===== src/rtl/yuv_rd_arbiter.sv =====
// Shares one fixed-length YUV burst-read port between NUM_REQ requesters.
// Round-robin by default; define YUV_ARB_FIXED_PRIO_EN for fixed priority (lowest index wins).
module yuv_rd_arbiter #(
   parameter int NUM_REQ     = 7,
   parameter int ADDR_WIDTH  = 32,
   parameter int BURST_LEN   = 64,
   parameter int TIMEOUT_CYC = 4096
) (
   input  logic                          ap_clk,
   input  logic                          ap_rst,
   input  logic [NUM_REQ-1:0]            req_vld,
   input  logic [NUM_REQ*ADDR_WIDTH-1:0] req_addr,
   output logic [NUM_REQ-1:0]            req_ack,
   output logic [NUM_REQ-1:0]            rsp_data_vld,
   output logic [7:0]                    rsp_data,
   output logic [NUM_REQ-1:0]            rsp_done,
   output logic [NUM_REQ-1:0]            rsp_err,
   output logic                          busy,
   output logic                          rd_yuv_start,
   output logic [31:0]                   rd_yuv_addr,
   input  logic                          rd_yuv_data_vld,
   input  logic [7:0]                    rd_yuv_data
);

   localparam int IW  = $clog2(NUM_REQ);
   localparam int BCW = $clog2(BURST_LEN + 1);
   localparam int TCW = $clog2(TIMEOUT_CYC + 1);
   localparam logic [BCW-1:0] BYTE_LAST = BCW'(BURST_LEN - 1);
   localparam logic [TCW-1:0] TO_LAST   = TCW'(TIMEOUT_CYC - 1);

   localparam logic [1:0] ST_IDLE  = 2'd0;
   localparam logic [1:0] ST_ISSUE = 2'd1;
   localparam logic [1:0] ST_WAIT  = 2'd2;

   logic [1:0]            state;
   logic                  issue_ph;
   logic [IW-1:0]         grant;
   logic [BCW-1:0]        byte_cnt;
   logic [TCW-1:0]        to_cnt;
   logic                  sel_found;
   logic [IW-1:0]         sel_idx;
   logic [ADDR_WIDTH-1:0] sel_addr;
   logic [31:0]           sel_addr32;
   logic [NUM_REQ-1:0]    sel_oh;
   logic [NUM_REQ-1:0]    grant_oh;
   logic                  burst_end;

`ifdef YUV_ARB_FIXED_PRIO_EN
   always_comb begin
      // NOTE: every always_comb output gets a default first so no path can infer a latch.
      sel_found = 1'b0;
      sel_idx   = '0;
      for (int k = 0; k < NUM_REQ; k++) begin
         if (!sel_found && req_vld[IW'(k)]) begin
            sel_found = 1'b1;
            sel_idx   = IW'(k);
         end
      end
   end
`else
   logic [IW-1:0] rr_ptr;
   logic [IW-1:0] scan_idx;
   int            scan_pos;

   always_comb begin
      // NOTE: every always_comb output gets a default first so no path can infer a latch.
      sel_found = 1'b0;
      sel_idx   = '0;
      scan_pos  = 0;
      scan_idx  = '0;
      for (int k = 0; k < NUM_REQ; k++) begin
         scan_pos = int'(rr_ptr) + k;
         if (scan_pos >= NUM_REQ) scan_pos = scan_pos - NUM_REQ;
         scan_idx = IW'(scan_pos);
         if (!sel_found && req_vld[scan_idx]) begin
            sel_found = 1'b1;
            sel_idx   = scan_idx;
         end
      end
   end

   // Pointer moves past the served requester on both completion and timeout.
   always_ff @(posedge ap_clk or posedge ap_rst) begin
      if (ap_rst)         rr_ptr <= '0;
      else if (burst_end) rr_ptr <= (grant == IW'(NUM_REQ - 1)) ? '0 : grant + 1'b1;
   end
`endif

   assign sel_addr = req_addr[sel_idx*ADDR_WIDTH +: ADDR_WIDTH];
   assign sel_oh   = NUM_REQ'(1) << sel_idx;
   assign grant_oh = NUM_REQ'(1) << grant;

   generate
      if (ADDR_WIDTH >= 32) begin : g_addr_trunc
         assign sel_addr32 = sel_addr[31:0];
      end else begin : g_addr_zext
         assign sel_addr32 = {{(32 - ADDR_WIDTH){1'b0}}, sel_addr};
      end
   endgenerate

   // A byte arriving on the timeout cycle takes precedence over the timeout.
   assign burst_end = (state == ST_WAIT) &&
                      (rd_yuv_data_vld ? (byte_cnt == BYTE_LAST) : (to_cnt == TO_LAST));

   always_ff @(posedge ap_clk or posedge ap_rst) begin
      if (ap_rst) begin
         state        <= ST_IDLE;
         issue_ph     <= 1'b0;
         grant        <= '0;
         byte_cnt     <= '0;
         to_cnt       <= '0;
         req_ack      <= '0;
         rsp_data_vld <= '0;
         rsp_data     <= '0;
         rsp_done     <= '0;
         rsp_err      <= '0;
         busy         <= 1'b0;
         rd_yuv_start <= 1'b0;
         rd_yuv_addr  <= '0;
      end else begin
         // NOTE: pulse outputs fall back to 0 every cycle; states below only raise them.
         req_ack      <= '0;
         rsp_data_vld <= '0;
         rsp_done     <= '0;
         rsp_err      <= '0;
         case (state)
            ST_IDLE: begin
               if (sel_found) begin
                  state        <= ST_ISSUE;
                  issue_ph     <= 1'b0;
                  grant        <= sel_idx;
                  byte_cnt     <= '0;
                  to_cnt       <= '0;
                  req_ack      <= sel_oh;
                  busy         <= 1'b1;
                  rd_yuv_start <= 1'b1;
                  rd_yuv_addr  <= sel_addr32;
               end
            end
            ST_ISSUE: begin
               if (!issue_ph) begin
                  issue_ph <= 1'b1;
               end else begin
                  state        <= ST_WAIT;
                  rd_yuv_start <= 1'b0;
               end
            end
            ST_WAIT: begin
               if (rd_yuv_data_vld) begin
                  rsp_data     <= rd_yuv_data;
                  rsp_data_vld <= grant_oh;
                  byte_cnt     <= byte_cnt + 1'b1;
                  to_cnt       <= '0;
                  if (burst_end) rsp_done <= grant_oh;
               end else begin
                  to_cnt <= to_cnt + 1'b1;
                  if (burst_end) rsp_err <= grant_oh;
               end
               if (burst_end) begin
                  state       <= ST_IDLE;
                  busy        <= 1'b0;
                  rd_yuv_addr <= '0;
               end
            end
            default: begin
               state        <= ST_IDLE;
               busy         <= 1'b0;
               rd_yuv_start <= 1'b0;
               rd_yuv_addr  <= '0;
            end
         endcase
      end
   end

endmodule


===== config.mk =====
export PLATFORM = sky130hd
export DESIGN_NAME = yuv_rd_arbiter
export DESIGN_NICKNAME = d
export VERILOG_FILES = /design/src/rtl/yuv_rd_arbiter.sv
export SDC_FILE = /design/constraint.sdc
export NUM_CORES = 1
export LEC_CHECK = 0
export CAP_MARGIN = 20
export CORE_MARGIN = 5
export CORE_UTILIZATION = 49
export CTS_CLUSTER_DIAMETER = 120
export CTS_CLUSTER_SIZE = 40
export DETAILED_ROUTE_END_ITERATION = 8
export MAX_ROUTING_LAYER = met4
export PLACE_DENSITY = 0.84
export SKIP_CTS_REPAIR_TIMING = 1
export SYNTH_ARGS = -nofsm -noshare
export SYNTH_HDL_FRONTEND = slang
export SYNTH_SLANG_ARGS = --single-unit

===== constraint.sdc =====
create_clock -name ap_clk -period 7.2 [get_ports ap_clk]
set_input_delay 1.44 -clock ap_clk [delete_from_list [all_inputs] [get_ports ap_clk]]
set_output_delay 1.44 -clock ap_clk [all_outputs]
set_load 0.02 [all_outputs]

==> results of run 1 <==
==> through the flow <==
| stage | area (sq um) | util, % |
|---|---|---|
| after floorplan | 8350 | - |
| after global placement | 11500 | 69.0 |
| after detailed placement | 11500 | 69.0 |
| after CTS | 11800 | 70.8 |
| after global routing | 11800 | 71.0 |
| final | 11800 | 71.0 |
==> final cells by class <==
cell class,count,area [sq um]
Multi-Input combinational cell,825,5380
Antenna cell,9,22.5
Tap cell,220,275
Inverter,19,73.8
Clock buffer,10,229
Clock inverter,6,61.3
Timing Repair Buffer,332,3300
Fill cell,1339,4820
Sequential cell,99,2480
==> cell usage in the layout (no fill, tap or decap), drive strengths merged, types with 12 or more instances in the layout <==
master         instances
clkdlybuf4s50        311
nor4                  38
a22o                  67
nand2                 94
nand3                 78
nor2                  68
mux2i                 16
a311oi                31
ha                    13
a21oi                 62
inv                   21
o211a                 32
a211oi                12
buf                   21
o21ai                 89
nor3                  50
or3                   36
dfrtp                 99
==> cells by family after synthesis <==
group | count (synthesis) | share of synthesized area (%)
adders and majority gates | 14 | 2.19
AOI/OAI and AO/OA | 348 | 30.6
muxes | 27 | 3.54
DFF | 99 | 29.7
and+or+nand+nor | 418 | 25.3
buffers and inverters | 126 | 6.74
xor gates and xnor gates | 18 | 1.98
==> final timing paths <==
check                       startpoint         endpoint  slack [ps]  cells after the start
hold / removal             rsp_data[4]      rsp_data[4]         480                      2
min in group asynchronous       ap_rst      rsp_data[1]        1440                      2
setup reg to reg             rr_ptr[2]  rd_yuv_addr[22]        1170                     14
setup / recovery             rr_ptr[2]  rd_yuv_addr[22]        1170                     14
hold reg to reg            rsp_data[4]      rsp_data[4]         480                      2
max in group asynchronous       ap_rst         state[0]        4460                      3
==> routing by layer <==
layer	share of wire, %	vias to the layer above	track usage (%)	routed length [um]
met5	0	-	-	0
met4	5.4	0	16.2	1820
met3	8.9	117	6.20	2990
met2	47	600	51.7	15600
met1	39	4588	42.0	13100
li1	-	4458	-	-
==> worst max-delay path, cell delays in order, from the launching register on <==
cell and delay [ps]:
sky130_fd_sc_hd__dfrtp_1 600, sky130_fd_sc_hd__ha_1 450, sky130_fd_sc_hd__ha_1 270, sky130_fd_sc_hd__nor2_1 520, sky130_fd_sc_hd__mux2_2 420, sky130_fd_sc_hd__a2111oi_1 750, sky130_fd_sc_hd__a211oi_4 280, sky130_fd_sc_hd__o2111ai_1 330
sky130_fd_sc_hd__or2_1 620, sky130_fd_sc_hd__buf_4 380, sky130_fd_sc_hd__o21ai_4 240, sky130_fd_sc_hd__buf_4 360, sky130_fd_sc_hd__nand3_1 190, sky130_fd_sc_hd__a311oi_1 100, sky130_fd_sc_hd__or3_1 360
==> Yosys cell counts (all sizes together) (7+ instances only) <==
| master | number | area (sq um) |
|---|---|---|
| a211oi | 12 | 113 |
| a21oi | 62 | 314 |
| a22o | 67 | 587 |
| a311oi | 31 | 272 |
| buf | 49 | 273 |
| clkbuf | 58 | 219 |
| dfrtp | 99 | 2480 |
| ha | 13 | 163 |
| inv | 19 | 71.3 |
| mux2 | 10 | 113 |
| mux2i | 16 | 160 |
| nand2 | 94 | 353 |
| nand2b | 11 | 68.8 |
| nand3 | 78 | 395 |
| nor2 | 68 | 255 |
| nor2b | 7 | 43.8 |
| nor3 | 50 | 270 |
| nor4 | 38 | 238 |
| o211a | 32 | 320 |
| o21ai | 89 | 449 |
| or3 | 36 | 225 |
| xnor2 | 11 | 104 |
| xor2 | 7 | 61.3 |
==> flip-flops by register name (all words and copies together), names as in the netlist <==
signal / cells
rd_yuv_addr: 32
byte_cnt: 7
rd_yuv_start: 1
rsp_done: 7
rsp_data_vld: 7
rsp_data: 8
busy: 1
rr_ptr: 3
to_cnt: 13
grant: 3
state: 2
issue_ph: 1
rsp_err: 7
req_ack: 7
==> where the power goes <==
group          internal (W)  switching, W  total (W)  leakage, nW
Combinational      0.000584      0.000661    0.00124         3.52
Sequential         0.000696      0.000103   0.000799         1.30
Clock              0.000243      0.000248   0.000491        0.138
==> results, run 1 <==
- The max-capacitance violation count is 0.
- The sequential share of the synthesized area is 29.7%.
- The worst path required time is 7440 ps.
- The residual DRC count is 0.
- The total overflow left after global routing is 0.
- Of the cells placed in the final design, the portion with a size suffix greater than 1 is 5.58%.
- The number of flops mapped to enable cells by yosys is 0.
- The number of warnings reported in the yosys synthesis log is 0.
- The design draws 0.00253 W.
- The number of hold-slack violations in the final timing report is 0.
- Using the TritonRoute via totals, the vias-per-cell ratio works out to 6.42.
- The mean post-synth cell area is 7.95 sq um.
- The post-route non-filler standard cell count is 1,520.
- In this run, synthesis produced a sequential element count of 99.
- The highest ir drop seen on vdd is 0.000211 V.
- The number of ports placed on the die boundary is 312.
- After routing, the total negative slack on setup checks comes to 0 ps.
- The share of the clock period used by the worst path after layout is 83.7%.
- The H-tree depth is 3.
- The TritonCTS sink count is 99.
- The die span in x is 141 um.
- The number of unique standard cell types used by synthesis is 84.
- The first TritonRoute pass finished after 5 iterations.
- TritonCTS built the clock tree.
- The full die area is 0.0198 sq mm.
- The path class of the tightest hold or removal check is flop to flop.
- The upper clock frequency limit is 166 MHz.
- Entering global routing, the biggest net connects 73 pins.
- The number of placed instances, taps included, is 1,494.
- The count of final setup violators is 0.
- Dividing total power by cell area gives a power density of 214 mW/mm^2.
- The worst setup path is captured at a flop.
- The total number of vias is 9,763.
- Final hold analysis gives a worst-case slack of 477 ps.
- The clock slew at the register clock pins of the worst setup and hold paths is 80 ps.
- Wires add up to 33,500 um.
- The worst clock skew on the final layout is 14.1 ps.
- The worst-path maximum fanout is 41.
- After synthesis, the share of flip-flops with an asynchronous set or reset is 100%.
- Counting every net in the synthesized netlist gives 1,306.
- No sink is reached through more buffers than the 2 on the longest clock path.
- The final critical-path required period is 6030 ps.
- The area growth from synthesis to layout is 41.5%.
- The reported leakage power is 4.95 nW.
- The predominant post-synthesis flop cell is sky130_fd_sc_hd__dfrtp_1.
- Setup repair after global routing left no endpoint under its margin.
- After the first detailed-routing iteration, the DRC count stood at 836.
- The number of antenna violations at the first check in global routing is 9.
- The first-pass GRT wire length is 51,600 um.
- At the pin with the least slew margin, the transition time is 936 ps.
- The run finished with clean final reports.
- Headroom to the max-slew limit came out at 37.4%.
- The overall fraction of global-route tracks in use is 33.3%.
- The net total in the final layout is 1,542.
- Buffers inserted during clock tree synthesis total 9.
- OpenSTA, run right after detailed placement, puts the worst setup slack at 1050 ps.
- The worst setup path category is flop to flop.
- The root buffer cell is sky130_fd_sc_hd__clkbuf_16.
- In this run the standard cell core region covers 0.0166 sq mm.
- The summed instance area of the synthesized netlist is 0.00835 sq mm.
- After technology mapping, the gate count stands at 1,050.
- The average wire length per cell after detail routing is 22.1 um.
- The clock network latency to the later pin of the worst-skew pair is 360 ps.
- The count of input and output buffers is 311.
- The number of global-route vias before repair was 9,312.
- The weighted congestion at the end of routability-driven global placement is 0.958.
- The cell row count is 47.
- The starting density of the core is 50.2%.
- The chip height is 141 um.
- The detail route stage leaves a number of antenna-violating nets equal to 0.
- Once detailed placement completed, the half-perimeter wirelength came to 24,400 um.
- The arrival time at the worst endpoint is 6260 ps.
- The count of pins over their slew limit was 0.
- The setup slack of the critical path after layout is 1170 ps.
- STA classifies the critical path startpoint as a flop.
Note: power is estimated with default switching activity, not from simulation.
==> run 2: changes to the inputs <==
- CORE_UTILIZATION: 49 -> 41
- PLACE_DENSITY: 0.84 -> 0.75
- clock period: 7.2 -> 5.2 ns (I/O delays scaled with it)
==> run 2 against run 1 <==
Effect of this change:
- first-iteration DRC count increased by 5.0%
- sequential share of layout area is 0.84 points lower
- largest power group unchanged
- clock power up 42%
- largest cell class unchanged
==> results, run 2 (synthesis gave the netlist of run 1 again) <==
- The power per cell area is 291 mW/mm^2.
- The register with the most flip-flops in the layout has 32 of them.
- The setup path with the least slack is of type flop to flop.
- The longest clock path from root to sink contains 2 buffers.
- The placed wire-length estimate after detailed placement is 25,800 um.
- STA classifies the critical path startpoint as a flop.
- The first global-routing pass estimated 53,400 um of wire.
- The starting density of the core is 41.4%.
- In the layout the commonest cells are sky130_fd_sc_hd__clkdlybuf4s50_1, sky130_fd_sc_hd__dfrtp_1, sky130_fd_sc_hd__nand2_1.
- The total length of routed wires is 34,800 um.
- Input and output buffers added on the ports amount to 311.
- At the worst endpoint, the required time is 5450 ps.
- The setup slack of the critical path after layout is 225 ps.
- The cell count of the worst hold path is 2.
- The total global routing overflow is 0.
- The finished layout cell area is 0.0123 sq mm.
- The largest registers in the layout are rd_yuv_addr: 32 flops, to_cnt: 13 flops, rsp_data: 8 flops.
- For this design the static power due to leakage is 5.20 nW.
- Between clock sinks in the finished design, the worst skew comes to 16.8 ps.
- For the worst flop-to-flop path, the logic depth is 17.
- The worst path needs 4980 ps of the cycle, external delays included.
- The worst-case IR drop observed on VDD is 0.000181 V.
- The weighted congestion at the end of routability-driven global placement is 0.987.
- The headroom to the max-slew limit is 46.4%.
- Relative to the synthesized area, the layout overhead comes to 47.4%.
- The worst setup slack before clock tree synthesis is 206 ps.
- The endpoint class of the critical path is a flop.
- For this block, the via count after detailed routing is 9,759.
- The most common cell after layout, fill and taps aside is sky130_fd_sc_hd__clkdlybuf4s50_1.
- The final critical path takes up 95.7% of the cycle.
- Once layout is complete, the utilization of the core stands at 61.0%.
- The CTS buffer count is 9.
- The number of detailed-routing iterations run before antenna repair is 7.
- The floorplan step defined a die boundary enclosing 0.0233 sq mm.
- The clock drives 99 sinks.
- Row generation in the floorplan step produced 52 rows.
- For the pin with the worst max-slew slack, the measured transition is 801 ps.
- In this run the clock root is driven by a sky130_fd_sc_hd__clkbuf_16.
- The worst hold path belongs to the class flop to flop.
- Clock-pin slew was measured on the worst setup and hold paths at 90 ps.
- Setup repair after global routing left no endpoint under its margin.
- The run finished with clean final reports.
- The placed cell area is 0.0120 sq mm.
- In the final timing run, aggregate negative setup slack is 0 ps.
- The initial DRC count is 878.
- CTS built an H-tree with a depth of 3.
- The average wire length per cell after detail routing is 21.6 um.
- The number of ports placed on the die boundary is 312.
- Once detail routing completed, the nets flagged for antenna violations numbered 0.
- The floorplan step set the die height to 153 um.
- The die span in x is 153 um.
- TritonCTS built the clock tree.
- The count of pins over their slew limit is 0.
- In this run the standard cell core region covers 0.0202 sq mm.
- The number of hold-slack violations in the final timing report is 0.
- Setup violations remaining at the end of the flow were counted as 0.
- The arrival time at the worst endpoint is 5230 ps.
- Counting flops per register, the top entry is rd_yuv_addr.
- The ratio of cells with drive above 1 in the final layout is 8.35%.
- The net total in the final layout is 1,580.
- Based on the critical path, the design can be clocked at up to 201 MHz.
- The number of global-route vias before repair came to 9,480.
- The max-capacitance violation count is 0.
- Using the TritonRoute via totals, the vias-per-cell ratio works out to 6.07.
- In the routed design, unresolved DRC markers number 0.
- The overall fraction of global-route tracks in use is 28.9%.
- The worst-path maximum fanout is 34.
- The number of antenna violations at the first check in global routing was 9.
- The maximum number of pins on one net before global-route repair is 79.
- Clock latency on the worst-skew pair, taken at its later pin, is 370 ps.
run 2: per-layer routing:
layer / GRT usage [%] / wire length, um / share of wire, %
met5: - / 0 / 0
met4: 11.9 / 1420 / 4.1
met3: 4.43 / 2700 / 7.8
met2: 46.3 / 16800 / 48
met1: 36.7 / 13900 / 40
run 2: per-stage QoR:
stage,cells,hold WS [ps],total power [W]
floorplan,1050,474,0.00203
global placement,1582,458,0.00286
detailed placement,1582,466,0.00288
CTS,1598,484,0.00359
global route,1608,504,0.00377
finish,1608,479,0.00358
run 2: power breakdown:
part	switching, W	leakage [nW]	internal (W)
combinational	0.000915	3.75	0.000852
sequential	0.000155	1.30	0.000964
clock	0.000355	0.146	0.000343
run 2: path summary, 6_finish.rpt:
check	startpoint	slack, ps	end
setup / recovery	rr_ptr[0]	220	rd_yuv_addr[2]
hold / removal	rsp_data[3]	480	rsp_data[3]
setup reg to reg	rr_ptr[0]	220	rd_yuv_addr[2]
hold reg to reg	rsp_data[3]	480	rsp_data[3]
max in group asynchronous	ap_rst	3690	rd_yuv_addr[28]
min in group asynchronous	ap_rst	910	rsp_data[2]
run 2: critical path, cell delays in order (launching register included):
cell and delay, ps:
sky130_fd_sc_hd__dfrtp_1 590, sky130_fd_sc_hd__buf_4 300, sky130_fd_sc_hd__ha_1 260, sky130_fd_sc_hd__nor2_1 250, sky130_fd_sc_hd__buf_4 210, sky130_fd_sc_hd__mux2_2 360
sky130_fd_sc_hd__a2111oi_1 450, sky130_fd_sc_hd__buf_4 210, sky130_fd_sc_hd__a211oi_4 70, sky130_fd_sc_hd__buf_4 200, sky130_fd_sc_hd__o2111ai_4 110, sky130_fd_sc_hd__buf_4 420
sky130_fd_sc_hd__nor2_4 160, sky130_fd_sc_hd__buf_4 250, sky130_fd_sc_hd__a22o_1 190, sky130_fd_sc_hd__nor4_1 390, sky130_fd_sc_hd__a311oi_1 70, sky130_fd_sc_hd__or3_1 350
run 2: cell type report:
cell class / count / area (sq um)
repair buffers: 370 / 3710
flip-flops and latches: 99 / 2480
clock buffers: 9 / 225
fillers: 1796 / 7860
well taps: 270 / 338
inverters: 19 / 73.8
clock inverters: 7 / 80.1
diodes: 9 / 22.5
multi-input cells: 825 / 5380
==> patch 1 (config.mk and constraints of run 1) <==
The parameter `ADDR_WIDTH` goes from 32 to 48.
--- a/src/rtl/yuv_rd_arbiter.sv
+++ b/src/rtl/yuv_rd_arbiter.sv
@@ -2,7 +2,7 @@
 // Round-robin by default; define YUV_ARB_FIXED_PRIO_EN for fixed priority (lowest index wins).
 module yuv_rd_arbiter #(
    parameter int NUM_REQ     = 7,
-   parameter int ADDR_WIDTH  = 32,
+   parameter int ADDR_WIDTH  = 48,
    parameter int BURST_LEN   = 64,
    parameter int TIMEOUT_CYC = 4096
 ) (
Interface: changed (resized req_addr); port bits go from 312 to 424. The function was not compared with the original's and may differ.
==> patch 1 against run 1 <==
Synthesized area shrank 9.9%. Routed wire length shrank 19%. Utilization grew 1.9 points. Sequential power shrank 2%. Count of clock-buffer cells in the layout shrank 1. Total power grew 0.37%. Final area shrank 6.5%. Sequential cell count is the same. Non-clock buffer count shrank 6. Worst setup slack gained 0.71 ns.
==> patch 1: results (changes against run 1) <==
Met2 WL: 13,100 um (-16%)
Syn_area_per_cell: 9.03 sq um (+14%)
Crit-path slowest cell: nor2b_2
Clk_skew: 0.00879 ns (-0.00533 ns)
Worst Setup EP: rd_yuv_addr[16]$_DFFE_PP0P_
Placed inst area: 0.0107 sq mm (-6.7%)
Reg-to-reg startpoint: rr_ptr[1]$_DFFE_PP0P_
Layout fillers: 1,220 (-8.9%)
M1 WL: 11,100 um (-15%)
Via/cell ratio: 5.74 (-11%)
Min-delay src: rsp_data[3]$_DFFE_PP0P_
M1 GR Usage: 0.377 (-0.0423)
Ranking of synthesized cells by area: dfrtp_1 (33%), mux2i_1 (10%), nand2_1 (4.6%)
Antenna violations before repair: 2 (-7)
HPWL after DPL: 20,800 um (-15%)
Placed cells: 1,292 (-14%)
Distinct cell type count after synthesis: 85 (+1.2%)
Routability cong.: 0.926 (-3.2%)
Fmax: 0.188 GHz (+13%)
Routed met3 length: 1990 um (-33%)
Cells on worst reg2reg path: 13 (-1)
Leakage: 4.68 nW (-5.6%)
Via count: 7,514 (-23%)
Reg2Reg Setup Slack: 1.93 ns (+0.76 ns)
Clock group: 0.000527 W (+7.3%)
Hold Slack: 0.482 ns (+0.00428 ns)
Clock transition at path regs: 0.07 ns
Commonest cells post-synth: dfrtp_1 (99), nand2_1 (92), nor2_1 (82), mux2i_1 (76), o21ai_0 (65)
Clk root buf: clkbuf_16
GR Layer Usage met2: 0.489 (-0.0278)
CP Max Fanout: 15 (-63%)
Reg-to-Reg End: rd_yuv_addr[23]$_DFFE_PP0P_
Grt met3 use: 0.0656 (+0.00361)
Syn Nets: 1,203 (-7.9%)
Sw power: 0.000987 W (-2.4%)
Cell-internal power: 0.00156 W (+2.2%)
Hold path endpoint: rsp_data[3]$_DFFE_PP0P_
Largest net degree at the start of global routing: 79 (+8.2%)
Max incr delay on CP: 0.69 ns (-0.06 ns)
Status: completed
Max-cap violations: 0 (unchanged)
TritonRoute pass-1 iters: 5 (unchanged)
Layout cell share with drive strength beyond 1: 0.0848 (+0.0291)
GRT Overall Usage: 0.302 (-0.0308)
Post-Place Setup Slack: 1.60 ns (+0.549 ns)
Part of the Yosys area used for sequential elements: 0.329 (+0.0328)
Worst-margin pin slew: 1.04 ns (+0.102 ns)
First-iteration detailed-routing DRC count: 461 (-45%)
Setup crit start: req_vld[4]
Final #Nets: 1,486 (-3.6%)
[patch 1: cell types whose count changed after synthesis, moves of 28 or more]
cell | run 1 | this run
a21oi_1 | 61 | 19
a22o_1 | 67 | 14
a311oi_1 | 31 | 2
clkbuf_1 | 57 | 21
mux2i_1 | 16 | 76
nand3_1 | 77 | 11
nor3_1 | 46 | 9
nor4_1 | 38 | 1
o211a_1 | 32 | 4
[patch 1: cells by family after synthesis]
logic type,share of synthesized area
AOI/OAI and AO/OA,0.215
xor gates and xnor gates,0.0215
adders and majority gates,0.0276
buffers and inverters,0.0574
DFF,0.329
muxes,0.140
and+or+nand+nor,0.209
[patch 1: area by class of cell]
class	instances	area [sq um]	area share
well taps	188	235	0.0213
repair buffers	326	3250	0.294
diodes	2	5.00	0.000453
multi-input cells	647	4640	0.420
clock inverters	6	87.6	0.00793
flip-flops and latches	99	2480	0.224
clock buffers	9	225	0.0204
inverters	33	126	0.0114
==> patch 2 (config.mk and constraints of run 1) <==
Made on the original files. Compare `to_cnt` against `TO_LAST` with >= in place of ==.
--- a/src/rtl/yuv_rd_arbiter.sv
+++ b/src/rtl/yuv_rd_arbiter.sv
@@ -100,7 +100,7 @@
 
    // A byte arriving on the timeout cycle takes precedence over the timeout.
    assign burst_end = (state == ST_WAIT) &&
-                      (rd_yuv_data_vld ? (byte_cnt == BYTE_LAST) : (to_cnt == TO_LAST));
+                      (rd_yuv_data_vld ? (byte_cnt == BYTE_LAST) : (to_cnt >= TO_LAST));
 
    always_ff @(posedge ap_clk or posedge ap_rst) begin
       if (ap_rst) begin
Behaviour: no difference found for any inputs over 4 cycles, from zero or initial values and one cycle with ap_rst high; that may be too few to reach the edited logic, so the function may still have changed.
==> patch 2 against run 1 <==
Via count decreased by 24%. Synthesized area shrank 12%. Sequential cell count did not move. Clock skew down 0.0078 ns. Critical path depth stayed put. Synthesized cell count down 27%. Final area is 9.3% lower. Worst setup slack gained 0.40 ns. Routed wire length fell by 15%. Global-route usage down 1.4 points. Die area decreased by 12%.
Power is left out: it rests on default switching activity, and per cell area and clock period it moved more than threefold.
==> patch 2: results (changes against run 1) <==
Via/cell ratio: 6.01 (-6.5%)
Final #Nets: 1,298 (-16%)
Distinct cell type count after synthesis: 81 (-3.6%)
Min-delay src: rsp_data[3]$_DFFE_PP0P_
Worst-margin pin slew: 0.966 ns (+0.0294 ns)
Number of global-route vias before repair: 7,530 (-19%)
HPWL after DPL: 22,100 um (-9.8%)
CP Launch Type: flip-flop
Via count: 7,425 (-24%)
Largest net degree at the start of global routing: 78 (+6.8%)
Largest registers: rd_yuv_addr (32), to_cnt (13), rsp_data (8)
CP endpoint kind: flip-flop
Reg-to-Reg End: rd_yuv_addr[5]$_DFFE_PP0P_
Num CTS Buffers: 9 (unchanged)
Layout cell share with drive strength beyond 1: 0.0584 (+0.00260)
CP Max Fanout: 26 (-37%)
Top Layer Used: met4
Routability cong.: 0.953 (-0.49%)
Met2 WL: 14,600 um (-6.8%)
Placed cells: 1,213 (-19%)
Clock transition at path regs: 0.07 ns
Status: completed
Routed met3 length: 1800 um (-40%)
Antenna violations before repair: 7 (-2)
Crit-path slowest cell: or2_1
GRT Overall Usage: 0.319 (-0.0138)
Ranking of synthesized cells by area: dfrtp_1 (34%), mux2i_1 (17%), a221o_1 (4.5%)
Avg WL per Cell: 22.9 um (+3.9%)
Placed inst area: 0.0104 sq mm (-9.5%)
M1 WL: 10,500 um (-20%)
WP data arrival: 5.87 ns (-0.39 ns)
GR Layer Usage met2: 0.542 (+0.0253)
Syn_area_per_cell: 9.50 sq um (+19%)
Clk_skew: 0.00630 ns (-0.00781 ns)
First-iteration detailed-routing DRC count: 587 (-30%)
Part of the Yosys area used for sequential elements: 0.339 (+0.0424)
Syn Nets: 1,027 (-21%)
Reg-to-reg startpoint: rr_ptr[1]$_DFFE_PP0P_
Reg2Reg Setup Slack: 1.57 ns (+0.40 ns)
Grt met3 use: 0.0588 (-0.00325)
Global-route wire length before repair: 42,500 um (-18%)
Commonest cells post-synth: mux2i_1 (122), dfrtp_1 (99), nor2_1 (74), nand2_1 (61), o2bb2ai_1 (34)
Delay-heaviest family, CP: simple AND/OR/NAND/NOR gates
M1 GR Usage: 0.357 (-0.0622)
==> patch 2: area by class of cell <==
class | instances | area (sq um)
antenna | 7 | 17.5
clock buffer | 9 | 225
clock inverter | 7 | 75.1
fill | 1115 | 3870
inverter | 20 | 77.6
multi-input combinational | 588 | 4410
sequential | 99 | 2480
tap | 184 | 230
timing repair buffer | 322 | 3210
==> patch 2: worst min path at each step <==
stage | to | slack [ns] | depth (start not counted)
finish | rsp_data[3]$_DFFE_PP0P_ | 0.48 | 2
global route | rsp_data[2]$_DFFE_PP0P_ | 0.51 | 2
CTS | rsp_data[3]$_DFFE_PP0P_ | 0.48 | 2
detailed placement | rsp_data[3]$_DFFE_PP0P_ | 0.46 | 2
global placement | rsp_data[3]$_DFFE_PP0P_ | 0.46 | 2
floorplan | to_cnt[11]$_DFFE_PP0P_ | 0.45 | 1
==> patch 2: cells by family after synthesis <==
| family | count (synthesis) | synth area share |
|---|---|---|
| AND/OR/NAND/NOR | 221 | 0.152 |
| AO/OA/AOI/OAI | 210 | 0.225 |
| multiplexers | 128 | 0.177 |
| flip-flops | 99 | 0.339 |
| buffers and inverters | 82 | 0.0589 |
| adder cells (fa/ha/maj) | 16 | 0.0284 |
| XOR/XNOR | 13 | 0.0197 |
==> patch 2: stage by stage <==
stage / hold WS [ns] / setup WS, ns / util
after global routing: 0.507 / 1.31 / 0.735
final: 0.482 / 1.57 / 0.735
after global placement: 0.458 / 1.68 / 0.713
after CTS: 0.481 / 1.59 / 0.733
after detailed placement: 0.464 / 1.59 / 0.713
after floorplan: 0.448 / 2.96 / -
==> patch 2: tightest hold or removal path, stage by stage, from the launching register on <==
cell     delay, ns
dfrtp_1       0.35
nand2_1       0.05
nand2_1       0.05
